### src/rtl/pipeline_hazard_ctrl.sv
// Pipeline sequencing controller: stage enables, PC write, bubble/flush.
// Handles load-use, multi-cycle memory waits, taken branches, timeout.
//
// Ports:
//   clk, reset_n           clock, async active-low reset
//   id_ex_mem_read/rt      load in EX and its destination register
//   if_id_rs/rt            source registers of the instruction in ID
//   mem_req, mem_ack       data-memory access request / completion
//   branch_taken           branch resolved taken in EX
//   pc_write               1 = PC loads next value
//   *_enable               active-low stage enables (1 = hold)
//   id_ex_bubble           ID_EX loads a NOP
//   if_id_flush            IF_ID loads a NOP
//   mem_timeout_err        sticky memory timeout flag
//   stall_count            saturating count of stalled cycles
module pipeline_hazard_ctrl #(
  parameter int MEM_TIMEOUT = 15,
  parameter int CNT_W       = 16
) (
  input  logic             clk,
  input  logic             reset_n,
  input  logic             id_ex_mem_read,
  input  logic [4:0]       id_ex_rt,
  input  logic [4:0]       if_id_rs,
  input  logic [4:0]       if_id_rt,
  input  logic             mem_req,
  input  logic             mem_ack,
  input  logic             branch_taken,
  output logic             pc_write,
  output logic             IF_ID_enable,
  output logic             ID_EX_enable,
  output logic             EX_MEM_enable,
  output logic             MEM_WB_enable,
  output logic             id_ex_bubble,
  output logic             if_id_flush,
  output logic             mem_timeout_err,
  output logic [CNT_W-1:0] stall_count
);

  typedef enum logic [1:0] {
    RUN      = 2'd0,
    MEM_WAIT = 2'd1,
    ERROR    = 2'd2
  } state_t;

  localparam logic [7:0] TMO = 8'(MEM_TIMEOUT);
  localparam logic [CNT_W-1:0] CNT_MAX = '1;

  state_t     state;
  state_t     state_nxt;
  logic [7:0] wait_cnt;
  logic [7:0] wait_nxt;
  logic [3:0] stage_en;
  logic       luh;

  // {IF_ID, ID_EX, EX_MEM, MEM_WB}
  assign {IF_ID_enable, ID_EX_enable,
          EX_MEM_enable, MEM_WB_enable} = stage_en;

  // Register 0 is hardwired, so a load to it never hazards.
  assign luh = id_ex_mem_read
            && (id_ex_rt != 5'd0)
            && ((id_ex_rt == if_id_rs)
             || (id_ex_rt == if_id_rt));

  always_comb begin
    pc_write     = 1'b0;
    stage_en     = 4'b1111;
    id_ex_bubble = 1'b0;
    if_id_flush  = 1'b0;
    state_nxt    = state;
    wait_nxt     = wait_cnt;
    // While in reset the decode is bypassed and outputs stay frozen.
    if (reset_n) begin
      unique case (state)
        RUN: begin
          wait_nxt = 8'd0;
          if (mem_req && !mem_ack) begin
            state_nxt = MEM_WAIT;
            wait_nxt  = 8'd1;
          end else if (branch_taken) begin
            // Squashes the hazarding instruction too.
            pc_write     = 1'b1;
            stage_en     = 4'b0000;
            id_ex_bubble = 1'b1;
            if_id_flush  = 1'b1;
          end else if (luh) begin
            stage_en     = 4'b1000;
            id_ex_bubble = 1'b1;
          end else begin
            pc_write = 1'b1;
            stage_en = 4'b0000;
          end
        end
        MEM_WAIT: begin
          // An ack wins even on the last allowed cycle.
          if (mem_ack) begin
            pc_write  = 1'b1;
            stage_en  = 4'b0000;
            state_nxt = RUN;
            wait_nxt  = 8'd0;
          end else if (wait_cnt < TMO) begin
            wait_nxt = wait_cnt + 8'd1;
          end else begin
            state_nxt = ERROR;
          end
        end
        default: begin
        end
      endcase
    end
  end

  always_ff @(posedge clk or negedge reset_n) begin
    if (!reset_n) begin
      state           <= RUN;
      wait_cnt        <= 8'd0;
      mem_timeout_err <= 1'b0;
      stall_count     <= '0;
    end else begin
      state    <= state_nxt;
      wait_cnt <= wait_nxt;
      if (state_nxt == ERROR)
        mem_timeout_err <= 1'b1;
      if (!pc_write && state != ERROR
          && stall_count != CNT_MAX)
        stall_count <= stall_count + 1'b1;
    end
  end

endmodule
### config.mk
export PLATFORM = sky130hd
export DESIGN_NAME = pipeline_hazard_ctrl
export DESIGN_NICKNAME = d
export VERILOG_FILES = /design/src/rtl/pipeline_hazard_ctrl.sv
export SDC_FILE = /design/constraint.sdc
export NUM_CORES = 1
export LEC_CHECK = 0
export BUFFER_PORTS_ARGS = -buffer_cell sky130_fd_sc_hd__buf_2
export CAP_MARGIN = 10
export CORE_AREA = 2 2 75 77
export DETAILED_ROUTE_END_ITERATION = 12
export DIE_AREA = 0 0 77 79
export PLACE_DENSITY = 0.47
export RECOVER_POWER = 100
export SLEW_MARGIN = 0
export SYNTH_ARGS = -nofsm -noshare
export SYNTH_HDL_FRONTEND = slang
export SYNTH_SLANG_ARGS = --single-unit
### constraint.sdc
create_clock -name clk -period 5.45 [get_ports clk]
set_clock_uncertainty 0.15 [all_clocks]
set_input_delay 0.8175 -clock clk [delete_from_list [all_inputs] [get_ports clk]]
set_output_delay 0.8175 -clock clk [all_outputs]
set_load 0.02 [all_outputs]
-- After elaboration in Yosys (flattened, before gate mapping)
Index checks and enable logic that the tools add are counted.
W data, S select, Z words.
- bits in registers: 27
- input port bits: 21
- output and inout bits: 24
- word-level logic and storage cells: 56
- add/sub/neg operators: 2
- order comparisons: 1
- eq/ne operators: 7
- multiplexer cells: 30
- reduce and logical (&&, ||, !) cells: 12
- operator list (kind ; number):
    $mux W4 ; 5
    $add A16 B1 Y16 const B ; 1
    $mux W8 ; 2
    $ne A16 B16 Y1 const B ; 1
    $pmux W8 S2 ; 1
    $mux W1 ; 15
    $eq A5 B5 Y1 ; 2
    $add A8 B1 Y8 const B ; 1
    $lt A8 B4 Y1 const B ; 1
    $mux W2 ; 4
    $pmux W4 S2 ; 1
    $logic_and A1 B1 Y1 ; 5
    $reduce_bool A5 Y1 ; 1
    $pmux W2 S2 ; 1
    $ne A3 B3 Y1 const B ; 1
    $reduce_and A3 Y1 ; 1
    $eq A2 B1 Y1 const B ; 1
    $eq A2 B2 Y1 const B ; 1
    $logic_not A1 Y1 ; 2
    $logic_not A2 Y1 ; 1
    $ne A2 B2 Y1 const B ; 1
    $pmux W1 S2 ; 1
    $reduce_bool A2 Y1 ; 1
    $logic_or A1 B1 Y1 ; 1

-- Longest topological paths before layout
Gate-level depths: netlist of the first run.
- word-level depth: 11
- mapped depth: 8
- gate-level depth less buffers: 7

-- Worst setup path after synthesis of the first run
Ideal clock, no wire load.
- path kind: input -> output
- start point: input id_ex_rt[4]
- end point: output IF_ID_enable
- data arrival time: 2.012 ns
- data required time: 4.483 ns
- setup slack: 2.470 ns
- stages on the path: 6
- path buffers: 0
- path through: xnor2_1 -> nand3_1 -> o22ai_2 -> nand2_1 -> o21a_1 -> o21ai_0
- word-level cells in the longest chain between the ends: 8
- elaborated cells on any way between the ends: 11
- classes of those cells: eq/ne: 2; mux: 5; reduce/logical: 4
- ends and longest elaborated chain (element ; RTL line ; RTL):
    start: declaration ; 23 ; input logic [4:0] id_ex_rt,
    $eq A5 B5 Y1 (tied with other cells) ; 63 ; && ((id_ex_rt == if_id_rs)
    $logic_or A1 B1 Y1 / $logic_and A1 B1 Y1 (equally long branches) ; 64, 62 ;
    $logic_and A1 B1 Y1 (*) ; 63 ;
    $mux W4 (*) ; 87 ; end else if (luh) begin
    $mux W4 (*) ; 81 ; end else if (branch_taken) begin
    $mux W4 (*) ; 78 ; if (mem_req && !mem_ack) begin
    $pmux W4 S2 (*) ; 75 ; unique case (state)
    $mux W4 (*) ; 74 ; if (reset_n) begin
    end: declaration ; 30 ; output logic IF_ID_enable,
Mark *: on every way between the ends. The rest lies on a longest branch, timed or not.

-- Final worst setup path of the first run
- start point: input reset_n
- end point: output EX_MEM_enable
- word-level cells in the longest chain between the ends: 1
- ends and longest elaborated chain (element ; RTL line ; RTL):
    start: declaration ; 21 ; input logic reset_n,
    $mux W4 ; 74 ;
    end: declaration ; 32 ; output logic EX_MEM_enable,
Every way passes these cells.

==> impl_results.md, run 1 <==
* Number of diodes at 0
* Slowest cell on crit path: buf_2
* RSZ-0062 raised after global routing: false
* Fin crit share at 0.624
* Starting density of the core at 0.290
* Max-cap check violation count at 0
* Hold buffer count at CTS at 0
* Crit path cell chain: buf_2, nand2b_1, nor2_1, o21ai_0, clkbuf_1
* Netlist cell types at 41
* Routed Antenna Nets at 0
* Io pins at 45
* CP Class: in -> out
* Vias/cell at 4.76
* Row cnt at 27
* Overall global routing resource usage at 0.123
* Port bufs at 44
* Final layout net count at 218
* Worst-Skew Late Latency at 270 ps
* Post-cts resize count at 0
* FF+latch count, synth at 27
* Placement Cell Area at 1810 um^2
* Power Density at 303 nW/um^2
* Iteration-0 DRC Markers at 49
* Total core area at 5340 um^2
* Via count at 1266
* DIE HEIGHT at 79 um
* Syn Area/Cell at 10.2 um^2
* Pleak at 0.831 nW
* Die footprint at 6080 um^2
* Average wire per standard cell at 13.0 um
* Worst min-delay path class: reg -> reg
* Status: finished, final reports clean
* Crit path DAT at 2440 ps
* Layout cells sized above 1 at 0.165
* Crit start category: input port
* Filler cells at 602
* Bufs on Longest Clock Path at 2
* Antenna violations before repair at 0
* Total CTS buffers at 3
* Max incr delay on CP at 540 ps
* Crit. End Element: output pin
* Critical Path RT at 4480 ps
* Mapped Nets at 174
* Final std cells w/o fill at 266
* Final hold vios at 0
* Synth warn at 0
* Die X at 77 um
* Synthesized area at 1550 um^2
* CTS tree: done
* Gr ovfl total at 0
* Post-CTS Setup Inserts at 0
* Post-detail-place hpwl at 2550 um
* Clk slew on worst S/H paths at 90 ps
* Pre-Repair DR Iteration Count at 5
* CTS H-tree depth at 1
* Post-Route WL at 3450 um
* Maximum fanout along the worst path at 32
* Final Max Slew Viols at 0
* Sequential fraction of the synthesis area at 0.437
* Post-Syn Instances at 151
* Placed Cells at 262
* Peak VDD IR at 0.219 mV
* Slew HR at 0.161
* Area delta synth->final at 16.5%
* Largest net degree at the start of global routing at 33
* Setup_tns at 0 ps
* Fmax at 294 MHz
* CP delay by family, top: buffers and inverters
* Setup violators final at 0
* Buf+Inv Stages, Crit Path at 2
* Min cycle time layout at 3400 ps
* Final Cell Area at 1800 um^2
* First-pass GRT wire length at 6200 um
* GPL Wtd Cong at 0.724
* Clk root buf: clkbuf_8
* Worst Tran Pin Value at 1260 ps
* Post-route DRC at 0
* CTS Sinks at 27
* Vias in the first global route at 1299
## layout make-up
class | instances | area [um^2] | share of cell area
clock buffers | 4 | 45.0 | 0.0250
well taps | 72 | 90.1 | 0.0500
multi-input cells | 116 | 790 | 0.438
flip-flops and latches | 27 | 676 | 0.375
repair buffers | 44 | 190 | 0.106
inverters | 3 | 11.3 | 0.00625
## stage by stage
step | worst slack [ps] | hold WS (ps) | power [mW] | utilization
detailed placement | 2000 | 326 | 0.453 | 0.339
global placement | 2080 | 319 | 0.455 | 0.339
global route | 1700 | 370 | 0.587 | 0.338
floorplan | 2470 | 313 | 0.394 | -
finish | 2050 | 342 | 0.547 | 0.338
CTS | 2000 | 340 | 0.571 | 0.347
## synthesized netlist by cell type
library cell | number | area (um^2)
nand4_1 | 4 | 25.0
nor2_1 | 11 | 41.3
and3_1 | 4 | 25.0
buf_6 | 3 | 33.8
nor4_2 | 2 | 25.0
nor3_1 | 7 | 35.0
nor2b_1 | 3 | 18.8
nor4_1 | 4 | 25.0
nand2b_1 | 1 | 6.26
nor2b_4 | 1 | 13.8
nand4b_1 | 1 | 8.76
and4_1 | 3 | 26.3
a211oi_1 | 1 | 7.51
nand2_1 | 15 | 56.3
o21ai_0 | 3 | 15.0
or4_1 | 1 | 7.51
nor3b_1 | 1 | 7.51
nand2b_4 | 1 | 13.8
mux2_4 | 1 | 15.0
o21ai_1 | 1 | 5.00
o22ai_1 | 1 | 6.26
a21oi_2 | 1 | 8.76
a311o_1 | 1 | 10.0
o31ai_1 | 1 | 7.51
o21ai_2 | 1 | 8.76
a32o_1 | 1 | 10.0
mux2_2 | 1 | 11.3
a31oi_1 | 2 | 12.5
inv_1 | 3 | 11.3
xnor2_1 | 11 | 96.3
a21oi_1 | 2 | 10.0
nand3_1 | 5 | 25.0
a21oi_4 | 1 | 16.3
nor4b_1 | 1 | 8.76
o22ai_2 | 1 | 12.5
buf_4 | 2 | 15.0
a31o_2 | 1 | 8.76
dfrtp_1 | 27 | 676
o21a_1 | 2 | 15.0
xor2_1 | 16 | 140
ha_1 | 2 | 25.0
## metal layers
metal | track usage | part of all wire | up-vias
met2 | 0.223 | 0.49 | 30
met3 | 0.0295 | 0.051 | 2
met1 | 0.155 | 0.46 | 618
li1 | - | - | 616
met4 | 0.0107 | 0.0032 | 0
met5 | 0 | 0 | -
## cells in the final DEF, fill, tap and decap left out, drive strengths merged, types with 2 or more instances in the layout
| cell type | Yosys | layout |
|---|---|---|
| o22ai | 2 | 2 |
| clkbuf | 0 | 28 |
| nand2b | 2 | 2 |
| xor2 | 16 | 16 |
| a31oi | 2 | 2 |
| inv | 3 | 3 |
| nor4 | 6 | 6 |
| nor3 | 7 | 7 |
| nor2b | 4 | 4 |
| and4 | 3 | 3 |
| o21a | 2 | 2 |
| and3 | 4 | 4 |
| nand3 | 5 | 5 |
| buf | 5 | 20 |
| mux2 | 2 | 2 |
| nor2 | 11 | 11 |
| a21oi | 4 | 4 |
| o21ai | 5 | 5 |
| nand2 | 15 | 15 |
| ha | 2 | 2 |
| nand4 | 4 | 4 |
| xnor2 | 11 | 11 |
| dfrtp | 27 | 27 |
## power breakdown
| part | internal [mW] | switching (mW) | leakage [nW] |
|---|---|---|---|
| registers | 0.230 | 0.0400 | 0.362 |
| clock network | 0.0524 | 0.0619 | 0.0228 |
| logic | 0.0608 | 0.101 | 0.446 |
## worst reg2reg max path: stages (launching register included)
cell,delay (ps)
dfrtp_1,470
nand2b_1,240
nor2_1,180
nand2_1,90
a21oi_1,950
nor2_1,200
mux2_2,330
## final timing paths
kind                                 from  slack, ps  cells past startpoint         endpoint
setup / recovery                  reset_n       2050                      5    EX_MEM_enable
hold / removal             stall_count[9]        340                      1   stall_count[9]
setup reg to reg                 state[1]       2740                      6   stall_count[1]
hold reg to reg            stall_count[9]        340                      1   stall_count[9]
max in group asynchronous         reset_n       4280                      1  stall_count[14]
min in group asynchronous         reset_n        430                      1         state[0]
## state kept, by name, summed over array words and instances (netlist names)
register	flops
stall_count	16
wait_cnt	8
mem_timeout_err	1
state	2
## kinds of logic (layout without fill, tap and decap cells)
kind of cell    after synthesis  count (layout)  synth area share
buf+inv                       8              51            0.0388
flops                        27              27             0.437
xor+xnor                     27              27             0.153
simple gates                 65              65             0.239
compound gates               20              20            0.0995
mux                           2               2            0.0170
fa+ha+maj                     2               2            0.0162
No activity file was read; power rests on OpenSTA's default activity.
==> run 2, diff against run 1 <==
--- a/config.mk
+++ b/config.mk
@@ -10,7 +10,7 @@
 export CORE_AREA = 2 2 75 77
 export DETAILED_ROUTE_END_ITERATION = 12
 export DIE_AREA = 0 0 77 79
-export PLACE_DENSITY = 0.47
+export PLACE_DENSITY = 0.49
 export RECOVER_POWER = 100
 export SLEW_MARGIN = 0
 export SYNTH_ARGS = -nofsm -noshare
==> constraint.sdc (replaced) <==
create_clock -name clk -period 3 [get_ports clk]
set_clock_uncertainty 0.15 [all_clocks]
set_input_delay 0.45 -clock clk [delete_from_list [all_inputs] [get_ports clk]]
set_output_delay 0.45 -clock clk [all_outputs]
set_load 0.02 [all_outputs]
==> impl_results.md, run 2 (synthesis gave the netlist of run 1 again) <==
* Status: finished, final reports clean
* Via count at 1237 (-2.3%)
* CTS tree: done
* Worst-Skew Late Latency at 270 ps (about the same)
* Fin crit share at 0.870
* Sw frac at 0.370 (-0.00207)
* Crit. End Element: output pin
* Io pins at 45 (unchanged)
* Max incr delay on CP at 490 ps (-50 ps)
* Slew HR at 0.508 (+0.347)
* Starting density of the core at 0.290 (unchanged)
* Min cycle time layout at 2610 ps
* Final hold vios at 0 (unchanged)
* Bufs on Longest Clock Path at 2 (unchanged)
* Row cnt at 27 (unchanged)
* Placed Cells at 264 (+0.76%)
* Crit start category: register
* Clk root buf: clkbuf_8
* Gr ovfl total at 0 (unchanged)
* Vias/cell at 4.62 (-3.0%)
* Pre-Repair DR Iteration Count at 4 (-1)
* Antenna violations before repair at 0 (unchanged)
* Final std cells w/o fill at 268 (+0.75%)
* Post-cts resize count at 0 (unchanged)
* Maximum fanout along the worst path at 9 (-72%)
* Overall global routing resource usage at 0.112 (-0.0105)
* Slowest cell on crit path: dfrtp_1
* Fmax at 383 MHz
* Setup_tns at 0 ps (unchanged)
* Clk network pwr share at 0.209 (about the same)
* CP Class: reg -> out
* CTS Sinks at 27 (unchanged)
* Power Density at 547 nW/um^2 (+80%)
* Net switching power figure at 0.366 mW (+80%)
* CP delay by family, top: simple AND/OR/NAND/NOR gates
* Routed Antenna Nets at 0 (unchanged)
* Max-cap check violation count at 0 (unchanged)
* Largest Register: stall_count
* First-pass GRT wire length at 5630 um (-9.2%)
* Placement Cell Area at 1820 um^2 (+0.83%)
* Filler cells at 605 (+0.50%)
* Iteration-0 DRC Markers at 45 (-8.2%)
* Largest registers: stall_count (16), wait_cnt (8), state (2)
* Die X at 77 um (unchanged)
* Die footprint at 6080 um^2 (unchanged)
* Worst Tran Pin Value at 737 ps (-521 ps)
* DIE HEIGHT at 79 um (unchanged)
* Pwr Total at 0.989 mW (+81%)
* Largest net degree at the start of global routing at 32 (-3.0%)
* Pre-CTS WS at 608 ps (-1390 ps)
* Sequential power share at 0.493 (-0.002)
* Number of diodes at 0 (unchanged)
* GPL Wtd Cong at 0.756 (+4.4%)
* Crit path cell chain: inv_1, nor3_1, nor2_1, o21ai_0, clkbuf_1
* Final worst slack at 389 ps (-1660 ps)
* Vias in the first global route at 1217 (-6.3%)
* Commonest non-fill, non-tap cells in the layout: 27 x dfrtp_1, 26 x clkbuf_1, 19 x buf_2
* Total CTS buffers at 3 (unchanged)
* Post-Route WL at 3300 um (-4.4%)
* Total core area at 5340 um^2 (unchanged)
* Critical Path RT at 2400 ps (-2080 ps)
* Commonest non-fill, non-tap cell in the layout: dfrtp_1
* Hold buffer count at CTS at 0 (unchanged)
* Post-route DRC at 0 (unchanged)
* Clk slew on worst S/H paths at 100 ps (about the same)
* Final Cell Area at 1810 um^2 (+0.28%)
* Max FFs per register at 16 (unchanged)
* Final Max Slew Viols at 0 (unchanged)
* Setup violators final at 0 (unchanged)
* Area delta synth->final at 16.8%
* Average wire per standard cell at 12.3 um (-5.1%)
* Final layout net count at 220 (+0.92%)
* Pleak at 0.837 nW (+0.71%)
* CTS H-tree depth at 1 (unchanged)
* Post-CTS Setup Inserts at 0 (unchanged)
* Worst min-delay path class: in -> async
* Layout cells sized above 1 at 0.163 (-0.00168)
* Buf+Inv Stages, Crit Path at 2 (unchanged)
* Peak VDD IR at 0.313 mV (+43%)
* RSZ-0062 raised after global routing: false
* Port bufs at 44 (unchanged)
* Internal Power at 0.623 mW (+81%)
* Util after Layout at 0.338 (+0.000937)
* Crit path DAT at 2010 ps (-430 ps)
* Gate power share at 0.298 (about the same)
* Post-detail-place hpwl at 2490 um (-2.4%)
* Tightest hold margin at 44.4 ps (-298 ps)
==> run 2: worst paths after layout <==
path / slack [ps] / start / to / cells past startpoint
setup / recovery: 390 / state[0] / ID_EX_enable / 5
hold / removal: 40 / reset_n / state[0] / 2
setup reg to reg: 630 / state[1] / stall_count[13] / 7
hold reg to reg: 350 / stall_count[11] / stall_count[11] / 1
max in group asynchronous: 2370 / reset_n / stall_count[3] / 2
min in group clk: 330 / mem_req / state[0] / 3
==> run 2: worst register-to-register path, delay by kind of cell (launching register included) <==
family / cells / cell delay [ps]
compound gates: 1 / 580
xor+xnor: 1 / 160
buf+inv: 1 / 290
flops: 1 / 460
simple gates: 4 / 590
==> run 2: power by group through the flow <==
| stage | logic [mW] | registers [mW] | clock network [mW] |
|---|---|---|---|
| 4_1_cts | 0.330 | 0.488 | 0.214 |
| 5_1_grt | 0.326 | 0.499 | 0.231 |
| 3_5_place_dp | 0.330 | 0.494 | 0 |
| 6_report | 0.295 | 0.487 | 0.207 |
| 2_1_floorplan | 0.175 | 0.540 | 0 |
| 3_3_place_gp | 0.329 | 0.497 | 0 |
==> run 2: layout make-up <==
type / instances / area [um^2] / share of cell area
Multi-Input combinational cell: 116 / 783 / 0.434
Sequential cell: 27 / 676 / 0.374
Timing Repair Buffer: 46 / 200 / 0.111
Tap cell: 72 / 90.1 / 0.0499
Clock buffer: 3 / 41.3 / 0.0229
Inverter: 3 / 11.3 / 0.00623
Clock inverter: 1 / 5.00 / 0.00277
==> run 2: metal layers <==
metal / track usage / wire length (um)
met2: 0.193 / 1560
met4: 0.0196 / 17
met3: 0.0284 / 124
met5: 0 / 0
met1: 0.146 / 1590
